File: config.mk
export PLATFORM = sky130hd
export DESIGN_NAME = strm_io2g_ingress
export DESIGN_NICKNAME = d
export VERILOG_FILES = /design/src/rtl/strm_io2g_ingress_pkg.sv /design/src/rtl/strm_pack_fifo.sv /design/src/rtl/strm_io2g_ingress.sv
export SDC_FILE = /design/constraint.sdc
export NUM_CORES = 1
export LEC_CHECK = 0
export BUFFER_PORTS_ARGS = -buffer_cell sky130_fd_sc_hd__buf_4
export CORE_ASPECT_RATIO = 0.8
export CORE_UTILIZATION = 45
export CTS_CLUSTER_SIZE = 25
export DETAILED_ROUTE_END_ITERATION = 7
export PLACE_DENSITY = 0.6
export REMOVE_ABC_BUFFERS = 1
export SKIP_LAST_GASP = 1
export SYNTH_ARGS = -nofsm -noshare
export SYNTH_HDL_FRONTEND = slang
export SYNTH_HIERARCHICAL = 1
export SYNTH_SLANG_ARGS = --single-unit
export TNS_END_PERCENT = 10
File: constraint.sdc
create_clock -name clk -period 16.56 [get_ports clk]
set_clock_uncertainty 0.15 [all_clocks]
set_input_delay 3.312 -clock clk [delete_from_list [all_inputs] [get_ports clk]]
set_output_delay 3.312 -clock clk [all_outputs]
set_load 0.05 [all_outputs]
File: src/rtl/strm_io2g_ingress_pkg.sv
// rtl/strm_io2g_ingress_pkg.sv - global-buffer stream constants, ingress state type and mode helper
package strm_io2g_ingress_pkg;

  localparam logic [1:0] ST_DMA_VALID_MODE_VALID       = 2'd0;
  localparam logic [1:0] ST_DMA_VALID_MODE_READY_VALID = 2'd1;
  localparam logic [1:0] ST_DMA_VALID_MODE_STATIC      = 2'd2;

  localparam int LANES  = 4;
  localparam int LANE_W = 2;
  localparam int WORD_W = 16;
  localparam int PACK_W = 64;

  typedef enum logic [1:0] {
    ST_IDLE  = 2'd0,
    ST_RUN   = 2'd1,
    ST_DRAIN = 2'd2
  } ingress_state_e;

  // Only READY_VALID gates acceptance on io1_g2io; the reserved encoding behaves as VALID.
  function automatic logic mode_uses_ready(input logic [1:0] mode);
    case (mode)
      ST_DMA_VALID_MODE_READY_VALID: return 1'b1;
      ST_DMA_VALID_MODE_VALID,
      ST_DMA_VALID_MODE_STATIC:      return 1'b0;
      default:                       return 1'b0;
    endcase
  endfunction

endpackage

File: src/rtl/strm_pack_fifo.sv
// rtl/strm_pack_fifo.sv - first-word-fall-through FIFO for packed words with occupancy count
module strm_pack_fifo #(
  parameter int WIDTH = 68,
  parameter int DEPTH = 4
) (
  input  logic                       clk,
  input  logic                       reset,
  input  logic                       clear_i,
  input  logic                       push_i,
  input  logic [WIDTH-1:0]           push_data_i,
  input  logic                       pop_i,
  output logic                       rd_vld_o,
  output logic [WIDTH-1:0]           rd_data_o,
  output logic [$clog2(DEPTH):0]     count_o
);

  localparam int PTR_W = $clog2(DEPTH);
  localparam int CNT_W = PTR_W + 1;

  logic [WIDTH-1:0] mem_q [DEPTH];
  logic [PTR_W-1:0] wr_ptr_q, rd_ptr_q;
  logic [CNT_W-1:0] count_q;
  logic             do_push, do_pop;

  assign do_pop  = pop_i && (count_q != '0);
  // A full FIFO still takes a push when the head leaves in the same cycle.
  assign do_push = push_i && ((count_q != CNT_W'(DEPTH)) || do_pop);

  always_ff @(posedge clk or posedge reset) begin
    if (reset) begin
      wr_ptr_q <= '0;
      rd_ptr_q <= '0;
      count_q  <= '0;
      for (int i = 0; i < DEPTH; i++) mem_q[i] <= '0;
    end else if (clear_i) begin
      wr_ptr_q <= '0;
      rd_ptr_q <= '0;
      count_q  <= '0;
    end else begin
      if (do_push) begin
        mem_q[wr_ptr_q] <= push_data_i;
        wr_ptr_q        <= wr_ptr_q + PTR_W'(1);
      end
      if (do_pop) rd_ptr_q <= rd_ptr_q + PTR_W'(1);
      count_q <= count_q + CNT_W'(do_push) - CNT_W'(do_pop);
    end
  end

  assign rd_vld_o  = (count_q != '0);
  assign rd_data_o = rd_vld_o ? mem_q[rd_ptr_q] : '0;
  assign count_o   = count_q;

endmodule

File: src/rtl/strm_io2g_ingress.sv
// rtl/strm_io2g_ingress.sv - packs 16-bit CGRA stream words into 64-bit lanes for the store DMA
module strm_io2g_ingress
  import strm_io2g_ingress_pkg::*;
#(
  parameter int FIFO_DEPTH = 4
) (
  input  logic                clk,
  input  logic                reset,
  input  logic [1:0]          cfg_mode,
  input  logic [15:0]         cfg_num_words,
  input  logic                start,
  input  logic                flush,
  input  logic                io1_io2g,
  input  logic [WORD_W-1:0]   io16_io2g,
  output logic                io1_g2io,
  output logic                wr_vld,
  output logic [PACK_W-1:0]   wr_data,
  output logic [LANES-1:0]    wr_strb,
  input  logic                wr_rdy,
  output logic                busy,
  output logic                done,
  output logic                overflow
);

  localparam int CNT_W = $clog2(FIFO_DEPTH) + 1;

  ingress_state_e state_q, state_d;

  logic [15:0]        word_cnt_q, num_words_q;
  logic [PACK_W-1:0]  pack_q, pack_merged;
  logic [LANES-1:0]   pack_strb_q, strb_merged;
  logic               overflow_q, zero_done_q;
  logic [CNT_W-1:0]   fifo_count;
  logic               fifo_empty, fifo_pop, fifo_can_push;
  logic [LANE_W-1:0]  lane;
  logic               start_ok, accept, last_word, pack_now, push, drop;

  assign fifo_empty    = (fifo_count == '0);
  assign fifo_pop      = wr_vld && wr_rdy;
  assign fifo_can_push = (fifo_count != CNT_W'(FIFO_DEPTH)) || fifo_pop;

  assign start_ok  = start && !flush && (state_q == ST_IDLE);
  assign accept    = (state_q == ST_RUN) && io1_io2g &&
                     (mode_uses_ready(cfg_mode) ? io1_g2io : 1'b1);
  assign lane      = word_cnt_q[LANE_W-1:0];
  assign last_word = ((word_cnt_q + 16'd1) == num_words_q);
  assign pack_now  = accept && ((lane == LANE_W'(LANES - 1)) || last_word);
  assign push      = pack_now && fifo_can_push;
  assign drop      = pack_now && !fifo_can_push;

  // The current word is merged combinationally so a full packer pushes in its own cycle.
  always_comb begin
    pack_merged                          = pack_q;
    pack_merged[lane*WORD_W +: WORD_W]   = io16_io2g;
    strb_merged                          = pack_strb_q;
    strb_merged[lane]                    = 1'b1;
  end

  always_ff @(posedge clk or posedge reset) begin
    if (reset) state_q <= ST_IDLE;
    else       state_q <= state_d;
  end

  always_comb begin
    state_d = state_q;
    case (state_q)
      ST_IDLE:  if (start && cfg_num_words != 16'd0) state_d = ST_RUN;
      ST_RUN:   if (accept && last_word)             state_d = ST_DRAIN;
      ST_DRAIN: if (fifo_empty)                      state_d = ST_IDLE;
      default:                                       state_d = ST_IDLE;
    endcase
    if (flush) state_d = ST_IDLE;
  end

  always_comb begin
    busy     = (state_q != ST_IDLE);
    io1_g2io = (state_q == ST_RUN) && (fifo_count < CNT_W'(FIFO_DEPTH));
    done     = !flush && (zero_done_q || ((state_q == ST_DRAIN) && fifo_empty));
  end

  always_ff @(posedge clk or posedge reset) begin
    if (reset) begin
      word_cnt_q  <= '0;
      num_words_q <= '0;
      pack_q      <= '0;
      pack_strb_q <= '0;
      overflow_q  <= 1'b0;
      zero_done_q <= 1'b0;
    end else if (flush) begin
      word_cnt_q  <= '0;
      pack_q      <= '0;
      pack_strb_q <= '0;
      overflow_q  <= 1'b0;
      zero_done_q <= 1'b0;
    end else begin
      zero_done_q <= start_ok && (cfg_num_words == 16'd0);
      if (start_ok) begin
        num_words_q <= cfg_num_words;
        word_cnt_q  <= '0;
        pack_q      <= '0;
        pack_strb_q <= '0;
        overflow_q  <= 1'b0;
      end
      if (accept) begin
        word_cnt_q <= word_cnt_q + 16'd1;
        if (pack_now) begin
          pack_q      <= '0;
          pack_strb_q <= '0;
        end else begin
          pack_q      <= pack_merged;
          pack_strb_q <= strb_merged;
        end
      end
      if (drop) overflow_q <= 1'b1;
    end
  end

  assign overflow = overflow_q;

  strm_pack_fifo #(
    .WIDTH (PACK_W + LANES),
    .DEPTH (FIFO_DEPTH)
  ) u_fifo (
    .clk         (clk),
    .reset       (reset),
    .clear_i     (flush),
    .push_i      (push),
    .push_data_i ({strb_merged, pack_merged}),
    .pop_i       (fifo_pop),
    .rd_vld_o    (wr_vld),
    .rd_data_o   ({wr_strb, wr_data}),
    .count_o     (fifo_count)
  );

endmodule

[After elaboration in Yosys (flattened, before gate mapping)]
Cells that the tools add are included.
Storage, ports and cells
  register bits: 383
  logic and storage cells: 115
Operators by class
  bitwise gates (word level): 4
  reduce and logical (&&, ||, !) cells: 37
  equality and inequality tests: 9
  shift-type cells: 2
  $add $sub $neg: 6
  multiplexer cells: 37
  magnitude comparators: 6
Operators with widths (count)
  272-bit bitwise mux: 1
  68-bit two-way mux: 4
  64-bit two-way mux: 4
  68-bit binary-select mux with 2-bit select: 1
  68-bit demux with 2-bit select: 1
  64-bit bitwise mux: 1
  16-bit by 34-bit variable shift with 64-bit output, first input constant: 1
  16-bit by 34-bit variable part select with 64-bit output: 1
  16-bit two-way mux: 3
  6-bit negation with 34-bit output: 1
  1-bit logical AND: 18
  16-bit by 1-bit adder with 16-bit output, second input constant: 1
  16-bit == test: 1
  16-bit logical NOT: 1
  2-bit two-way mux: 8
  4-bit two-way mux: 4
  16-bit nonzero test: 1
  3-bit inequality test, second input constant: 3
  3-bit nonzero test: 3
  1-bit two-way mux: 7
  3-bit greater-or-equal comparator, second input constant: 2
  2-bit NOT with 3-bit output: 2
  2-bit one-hot mux with 3 select lines: 1
  2-bit nonzero test: 3
  20 further kinds: 28

[Longest topological paths before layout]
Gate-level depths: netlist of the first run.
  word-level depth: 10
  depth in mapped cells: 21
  mapped depth without buffers: 18

[Hierarchy]
The synthesis of the first run kept the hierarchy.
By module, submodules not included
  strm_pack_fifo: instances 1, cells each 784, area each 12634.6 sq um
  strm_io2g_ingress: instances 1, cells each 658, area each 5760.5 sq um

[Least setup slack after synthesis of the first run]
No wires, ideal clock.
  path type: input -> output
  from: in flush
  to: out done
  arrival time: 4.157 ns
  stages on the path: 2
  setup slack: 8.941 ns
  data required time: 13.098 ns
  buffers on the path: 1
  path through: clkbuf_1 nor2_1
Between the ends
  longest elaborated chain between the ends: 2
RTL lines
  start, declared: RTL line strm_io2g_ingress.sv:12  | input logic flush,
  1-bit logical NOT: RTL line strm_io2g_ingress.sv:78  | done = !flush && (zero_done_q || ((state_q == ST_DRAIN) && fifo_empty));
  1-bit logical AND: RTL line strm_io2g_ingress.sv:78
  end, declared: RTL line strm_io2g_ingress.sv:21  | output logic done,
Every way passes these cells.

[Worst setup path in the final report of the first run]
  from: in cfg_mode[0]
  to: reg u_fifo/mem_q[255] in the netlist's numbering
Between the ends
  longest elaborated chain between the ends: 8
RTL lines
  start, declared: RTL line strm_io2g_ingress.sv:9  | input logic [1:0] cfg_mode,
  2-bit by 1-bit == test with 1-bit output: RTL line strm_io2g_ingress_pkg.sv:21  | case (mode)
  1-bit two-way mux: RTL line strm_io2g_ingress_pkg.sv:21
  1-bit two-way mux: RTL line strm_io2g_ingress.sv:44  | (mode_uses_ready(cfg_mode) ? io1_g2io : 1'b1);
  1-bit logical AND: RTL line strm_io2g_ingress.sv:43  | assign accept = (state_q == ST_RUN) && io1_io2g &&
  1-bit logical AND: RTL line strm_io2g_ingress.sv:47  | assign pack_now = accept && ((lane == LANE_W'(LANES - 1)) || last_word);
  1-bit logical AND: RTL line strm_io2g_ingress.sv:48  | assign push = pack_now && fifo_can_push;
  net push: RTL line strm_io2g_ingress.sv:36  | logic start_ok, accept, last_word, pack_now, push, drop;
  1-bit logical AND: RTL line strm_pack_fifo.sv:27  | assign do_push = push_i && ((count_q != CNT_W'(DEPTH)) || do_pop);
  2-bit AND reduction (no line)
  end signal, assigned by index: RTL line strm_pack_fifo.sv:41  | mem_q[wr_ptr_q] <= push_data_i;
  end, declared: RTL line strm_pack_fifo.sv:20  | logic [WIDTH-1:0] mem_q [DEPTH];
The timed path passes the listed nets, and every way through them passes these cells.
A chain may end at the register's enable or synchronous reset.

==> results of run 1 <==
flip-flops by register name, summed over array words and instances (netlist names), 2 cells and up:
register,count
pack_strb_q,4
num_words_q,16
u_fifo/rd_ptr_q,2
state_q,2
pack_q,64
word_cnt_q,16
u_fifo/wr_ptr_q,2
u_fifo/mem_q,272
u_fifo/count_o,3
worst max-delay path, stage by stage:
cell,delay [ns]
buf_4,0.11
nand3b_1,0.08
nand3_1,0.19
a311oi_1,0.27
nand4_1,0.15
or4_2,0.68
buf_4,0.40
a21oi_1,0.50
nor4bb_4,0.55
buf_4,0.90
mux2_2,0.43
through the flow:
stage / hold WS, ns / area [um2] / instances / util / total power [W]
after floorplan: 0.303 / 17800 / 1336 / - / 0.00103
after global placement: 0.313 / 19600 / 2004 / 0.492 / 0.00107
after detailed placement: 0.319 / 19600 / 2004 / 0.492 / 0.00107
after CTS: 0.332 / 21100 / 2080 / 0.528 / 0.00205
after global routing: 0.342 / 21100 / 2080 / 0.528 / 0.00210
final: 0.332 / 21100 / 2080 / 0.528 / 0.00203
power by group through the flow:
stage | logic, W | registers [W] | clock network [W]
6_report | 0.000101 | 0.000955 | 0.000972
5_1_grt | 0.000113 | 0.000955 | 0.00103
4_1_cts | 0.000102 | 0.000954 | 0.000995
3_5_place_dp | 0.000102 | 0.000972 | 0
3_3_place_gp | 0.000100 | 0.000971 | 0
2_1_floorplan | 0.0000595 | 0.000969 | 0
logic make-up (layout without fill, tap and decap cells):
family | count (synthesis) | after routing | synth area share
DFF | 383 | 383 | 0.521
AOI/OAI and AO/OA | 195 | 195 | 0.0761
adders and majority gates | 14 | 14 | 0.00993
xor gates and xnor gates | 20 | 20 | 0.00952
buffers and inverters | 182 | 284 | 0.0460
and+or+nand+nor | 307 | 307 | 0.0870
muxes | 341 | 341 | 0.250
placed cells by master (no fill, tap or decap), types with 13 or more instances in the layout:
cell,n
dfrtp_1,381
mux2_2,214
buf_4,132
nand2_1,131
o21ai_0,86
and2_1,75
inv_1,74
mux4_2,68
a32o_1,66
mux2_1,59
clkbuf_16,43
nor2_1,22
xnor2_1,14
ha_1,13
clkbuf_8,13
cell usage after synthesis (22+ instances only):
| cell | instances |
|---|---|
| dfrtp_1 | 383 |
| mux2_2 | 214 |
| nand2_1 | 131 |
| o21ai_0 | 86 |
| inv_1 | 76 |
| and2_1 | 75 |
| mux4_2 | 68 |
| a32o_1 | 66 |
| mux2_1 | 59 |
| clkbuf_1 | 50 |
| buf_2 | 38 |
| nor2_1 | 22 |
routing by layer:
metal / GRT usage / vias to the layer above
li1: - / 5322
met5: 0 / -
met3: 0.0308 / 62
met1: 0.322 / 6214
met2: 0.345 / 253
met4: 0.0607 / 0
final timing paths:
| kind | from | end | slack [ns] | depth (start not counted) |
|---|---|---|---|---|
| min in group asynchronous | reset | word_cnt_q[15] | 2.78 | 2 |
| min reg2reg | u_fifo/mem_q[139] | u_fifo/mem_q[139] | 0.33 | 1 |
| max in group asynchronous | reset | u_fifo/mem_q[165] | 10.88 | 4 |
| max | cfg_mode[0] | u_fifo/mem_q[255] | 9.18 | 11 |
| max reg2reg | word_cnt_q[0] | u_fifo/mem_q[255] | 10.19 | 11 |
| min | u_fifo/mem_q[139] | u_fifo/mem_q[139] | 0.33 | 1 |
cell type report:
cell class                 instances  area (um2)
multi-input combinational        877        8060
sequential                       383        9590
tap                              536         671
inverter                          76         295
clock inverter                    15         179
fill                            3415       18800
clock buffer                      61        1270
timing repair buffer             132         991
==> summary.txt, run 1 <==
Yosys
  – Seq/Total Area, Yosys: 0.521
  – Yosys reg bits: 383
  – Share of the synthesized area in the top cell type: 0.521
  – Avg Cell Area, Syn: 12.8 um2
  – Synth top area cells: dfrtp_1 52%, mux2_2 13%, mux4_2 8.3%, mux2_1 3.6%, a32o_1 3.6%
  – Yosys cell types: 57
  – Number of flops mapped to enable cells by yosys: 0
  – Ys async rst share: 1.00
  – Yosys warnings: 6
  – Mapped Cells: 1442
  – Post-synth top area cell: dfrtp_1
  – Most used DFF post-synth: dfrtp_1
  – Synth Cell Area: 0.0184 mm2

Critical path
  – Crit-path max FO: 70
  – Data required, critical path: 16.83 ns
  – CP Data Arrival Time: 7.66 ns
  – Crit path kind: input pin to register
  – Kind of start point of the critical path: input pin
  – Setup crit end kind: register

Placed design
  – Setup WS pre-CTS: 8.60 ns
  – HPWL Detailed: 25400 um
  – Gpl congestion: 0.816
  – Number of I/O port buffers: 112

Power and ir drop
  – Lkg Pwr: 9.80 nW
  – Max IR drop VDD: 0.0672 mV
  – Cell-internal power: 0.00157 W
  – Sw power: 0.000457 W
  – Gate power share: 0.050
  – Clock power frac: 0.480
  – Power density over the cells: 96.3 mW/mm2
  – Sequential Power Share: 0.471
  – Sw Ratio: 0.226

STA
  – Worst Max-Slew Pin Slew: 1.10 ns
  – Max_slew headroom: 0.270
  – RSZ-0062 raised after global routing: false
  – Final period utilization: 0.446
  – Final hold vios: 0
  – Setup-failing EPs final: 0
  – Final Worst Setup Slack: 9.18 ns
  – Slew Viols, Final: 0
  – Final worst path period need: 7.38 ns
  – Highest clock rate: 135 MHz
  – Post-route setup TNS: 0 ns

Global route
  – Number of global-route vias before repair: 12300
  – First-pass GRT wire length: 72000 um
  – GR Util All Layers: 0.220
  – Initial antenna violation count: 0
  – Total grt overflow: 0
  – Largest net degree at the start of global routing: 129

Drt
  – WL per Instance: 21.4 um
  – DRC errors left: 0
  – Via/cell ratio: 5.70
  – Met3 WL: 1880 um
  – DR iter-0 viols: 828
  – M1 WL: 21300 um
  – Max layer used: met4
  – Via count: 11900
  – DR WL met2: 20400 um
  – Final wirelength: 44600 um
  – DRT antenna net count: 0
  – DR pass1 iterations: 7

Clock network
  – Post-CTS setup buffer count: 0
  – Hold-fix buffers at CTS: 0
  – Root Buffer Master: clkbuf_16
  – Clock slew at reported path FFs: 0.06 ns
  – CTS Buf Count: 41
  – # resized after CTS: 0
  – Clock H-tree levels: 2
  – Worst-skew pair later-pin latency: 0.54 ns
  – Max clock buf depth: 3
  – Clk sinks: 383
  – CTS tree: done

Run
  – MaxCap Viol Count: 0

Floorplan
  – Starting Density: 0.462
  – Num rows: 65
  – # IOs: 113
  – Die Ht: 183 um
  – Die area: 0.0417 mm2
  – Die width: 228 um
  – Core ar.: 0.0399 mm2

Cells and area
  – Layout area overhead: 14.5%
  – Layout cells sized above 1: 0.332
  – # nets final: 1565
  – Antenna cells: 0

Hold path
  – Hold Path Class: register to register

Status
  – Run status: completed
No activity file was read; power rests on OpenSTA's default activity.
==> run 2: changes to the inputs <==
==> constraint.sdc (replaced) <==
create_clock -name clk -period 7.1 [get_ports clk]
set_clock_uncertainty 0.15 [all_clocks]
set_input_delay 1.42 -clock clk [delete_from_list [all_inputs] [get_ports clk]]
set_output_delay 1.42 -clock clk [all_outputs]
set_load 0.05 [all_outputs]
==> summary.txt, run 2 (synthesis results as in run 1) <==
Status
  – Run status: completed

Power and ir drop
  – Max IR drop VDD: 0.208 mV
  – Power density over the cells: 228 mW/mm2
  – Clock power frac: 0.489
  – Sw Ratio: 0.221
  – Sequential Power Share: 0.462
  – Lkg Pwr: 9.83 nW
  – Cell-internal power: 0.00376 W
  – Gate power share: 0.049
  – Sw power: 0.00106 W

STA
  – Max_slew headroom: 0.296
  – Highest clock rate: 177 MHz
  – Final hold vios: 0
  – RSZ-0062 raised after global routing: false
  – Worst Max-Slew Pin Slew: 1.06 ns
  – Post-route setup TNS: 0 ns
  – Setup-failing EPs final: 0
  – Hold WS: 0.331 ns
  – Final period utilization: 0.798
  – Final Worst Setup Slack: 1.43 ns
  – Slew Viols, Final: 0
  – Final worst path period need: 5.67 ns

Global route
  – GR Util All Layers: 0.216
  – Initial antenna violation count: 1
  – Total grt overflow: 0
  – First-pass GRT wire length: 71400 um
  – Number of global-route vias before repair: 12300
  – Largest net degree at the start of global routing: 150

Drt
  – Via/cell ratio: 5.72
  – Via count: 11900
  – Max layer used: met4
  – M1 WL: 21000 um
  – DRT antenna net count: 0
  – DRC errors left: 0
  – DR iter-0 viols: 844
  – Met3 WL: 1730 um
  – WL per Instance: 21.1 um
  – DR pass1 iterations: 5
  – DR WL met2: 20100 um
  – Final wirelength: 43800 um

Critical path
  – Worst path cell trace: ha_1 > buf_4 > and3_1 > a31oi_1 > nor4_1 > nand4_1 > or4_2 > buf_4 > a21oi_1 > nor2b_1 > inv_1 > ha_1 > inv_1 > ha_1 > inv_1 > fa_1 > xor2_1 > and2_1 > nor3_1
  – Crit path kind: register to register
  – Kind of start point of the critical path: register
  – Slowest stage delay, CP: 0.67 ns
  – Data required, critical path: 7.40 ns
  – CP delay by family, top: simple AND/OR/NAND/NOR gates
  – Worst Path Buf+Inv: 5
  – Slowest cell on the critical path: or4_2
  – Worst R2R Start: word_cnt_q[0]
  – CP Data Arrival Time: 5.97 ns
  – Setup crit end kind: register
  – CP Launch Point: word_cnt_q[0]
  – Crit-path max FO: 70

Cells and area
  – # nets final: 1564
  – Antenna cells: 0
  – Biggest register: u_fifo/mem_q
  – Final instance count without filler cells: 2079
  – Largest regs: u_fifo/mem_q: 272 flops, pack_q: 64 flops
  – Number of flip-flops in the largest register: 272
  – Commonest non-fill, non-tap cell in the layout: dfrtp_1
  – Layout area overhead: 15.1%
  – Layout cells sized above 1: 0.330
  – Most frequent cells in the layout: 381 x dfrtp_1, 214 x mux2_2, 131 x nand2_1

Clock network
  – Clock H-tree levels: 2
  – CTS Buf Count: 42
  – Hold-fix buffers at CTS: 0
  – CTS tree: done
  – Post-CTS setup buffer count: 0
  – Clk sinks: 383
  – Max clock buf depth: 3
  – Worst-skew pair later-pin latency: 0.53 ns
  – # resized after CTS: 0
  – Root Buffer Master: clkbuf_16
  – Clock slew at reported path FFs: 0.06 ns

Placed design
  – Placed Cells: 2002
  – HPWL Detailed: 25300 um
  – Gpl congestion: 0.848
  – Number of I/O port buffers: 112
  – Setup WS pre-CTS: 1.41 ns

Run
  – MaxCap Viol Count: 0

Floorplan
  – Die area: 0.0417 mm2
  – Die Ht: 183 um
  – # IOs: 113
  – Starting Density: 0.462
  – Num rows: 65
  – Core ar.: 0.0399 mm2
  – Die width: 228 um

Hold path
  – Hold Path Class: register to register
  – Beginning of the worst hold path: u_fifo/mem_q[136]
-- run 2: worst paths after layout --
kind                                       to  slack (ns)  depth (start not counted)
min in group asynchronous   u_fifo/mem_q[269]        0.90                          2
setup / recovery            u_fifo/count_o[2]        1.43                         19
hold reg to reg             u_fifo/mem_q[136]        0.33                          1
hold / removal              u_fifo/mem_q[136]        0.33                          1
max in group asynchronous  u_fifo/rd_ptr_q[1]        4.29                          3
setup reg to reg            u_fifo/count_o[2]        1.43                         19
-- run 2: power by group through the flow --
stage | combinational, W | sequential, W | clock [W]
2_1_floorplan | 0.000139 | 0.00226 | 0
3_3_place_gp | 0.000234 | 0.00227 | 0
3_5_place_dp | 0.000236 | 0.00227 | 0
4_1_cts | 0.000237 | 0.00223 | 0.00241
5_1_grt | 0.000264 | 0.00223 | 0.00250
6_report | 0.000234 | 0.00223 | 0.00236
-- run 2: cell type report --
type / instances / area (um2)
Clock buffer: 62 / 1260
Clock inverter: 15 / 254
Fill cell: 3407 / 18700
Inverter: 76 / 295
Multi-Input combinational cell: 877 / 8060
Sequential cell: 383 / 9590
Tap cell: 536 / 671
Timing Repair Buffer: 130 / 1040
-- run 2: worst register-to-register path: cells and delay by family (launching register included) --
kind	cells	cell delay, ns
DFF	1	0.64
adders and majority gates	4	1.04
xor gates and xnor gates	1	0.16
and+or+nand+nor	7	2.02
AOI/OAI and AO/OA	2	0.65
buffers and inverters	5	0.94
-- run 2: per-layer routing --
layer / vias to the layer above / GRT usage
li1: 5331 / -
met1: 6241 / 0.317
met2: 251 / 0.336
met3: 71 / 0.0302
met4: 0 / 0.0585
met5: - / 0
-- run 2: stage by stage --
stage	util	power, W	cell area [um2]
floorplan	-	0.00240	17800
global placement	0.493	0.00250	19700
detailed placement	0.493	0.00250	19700
CTS	0.531	0.00488	21200
global route	0.531	0.00499	21200
finish	0.531	0.00482	21200
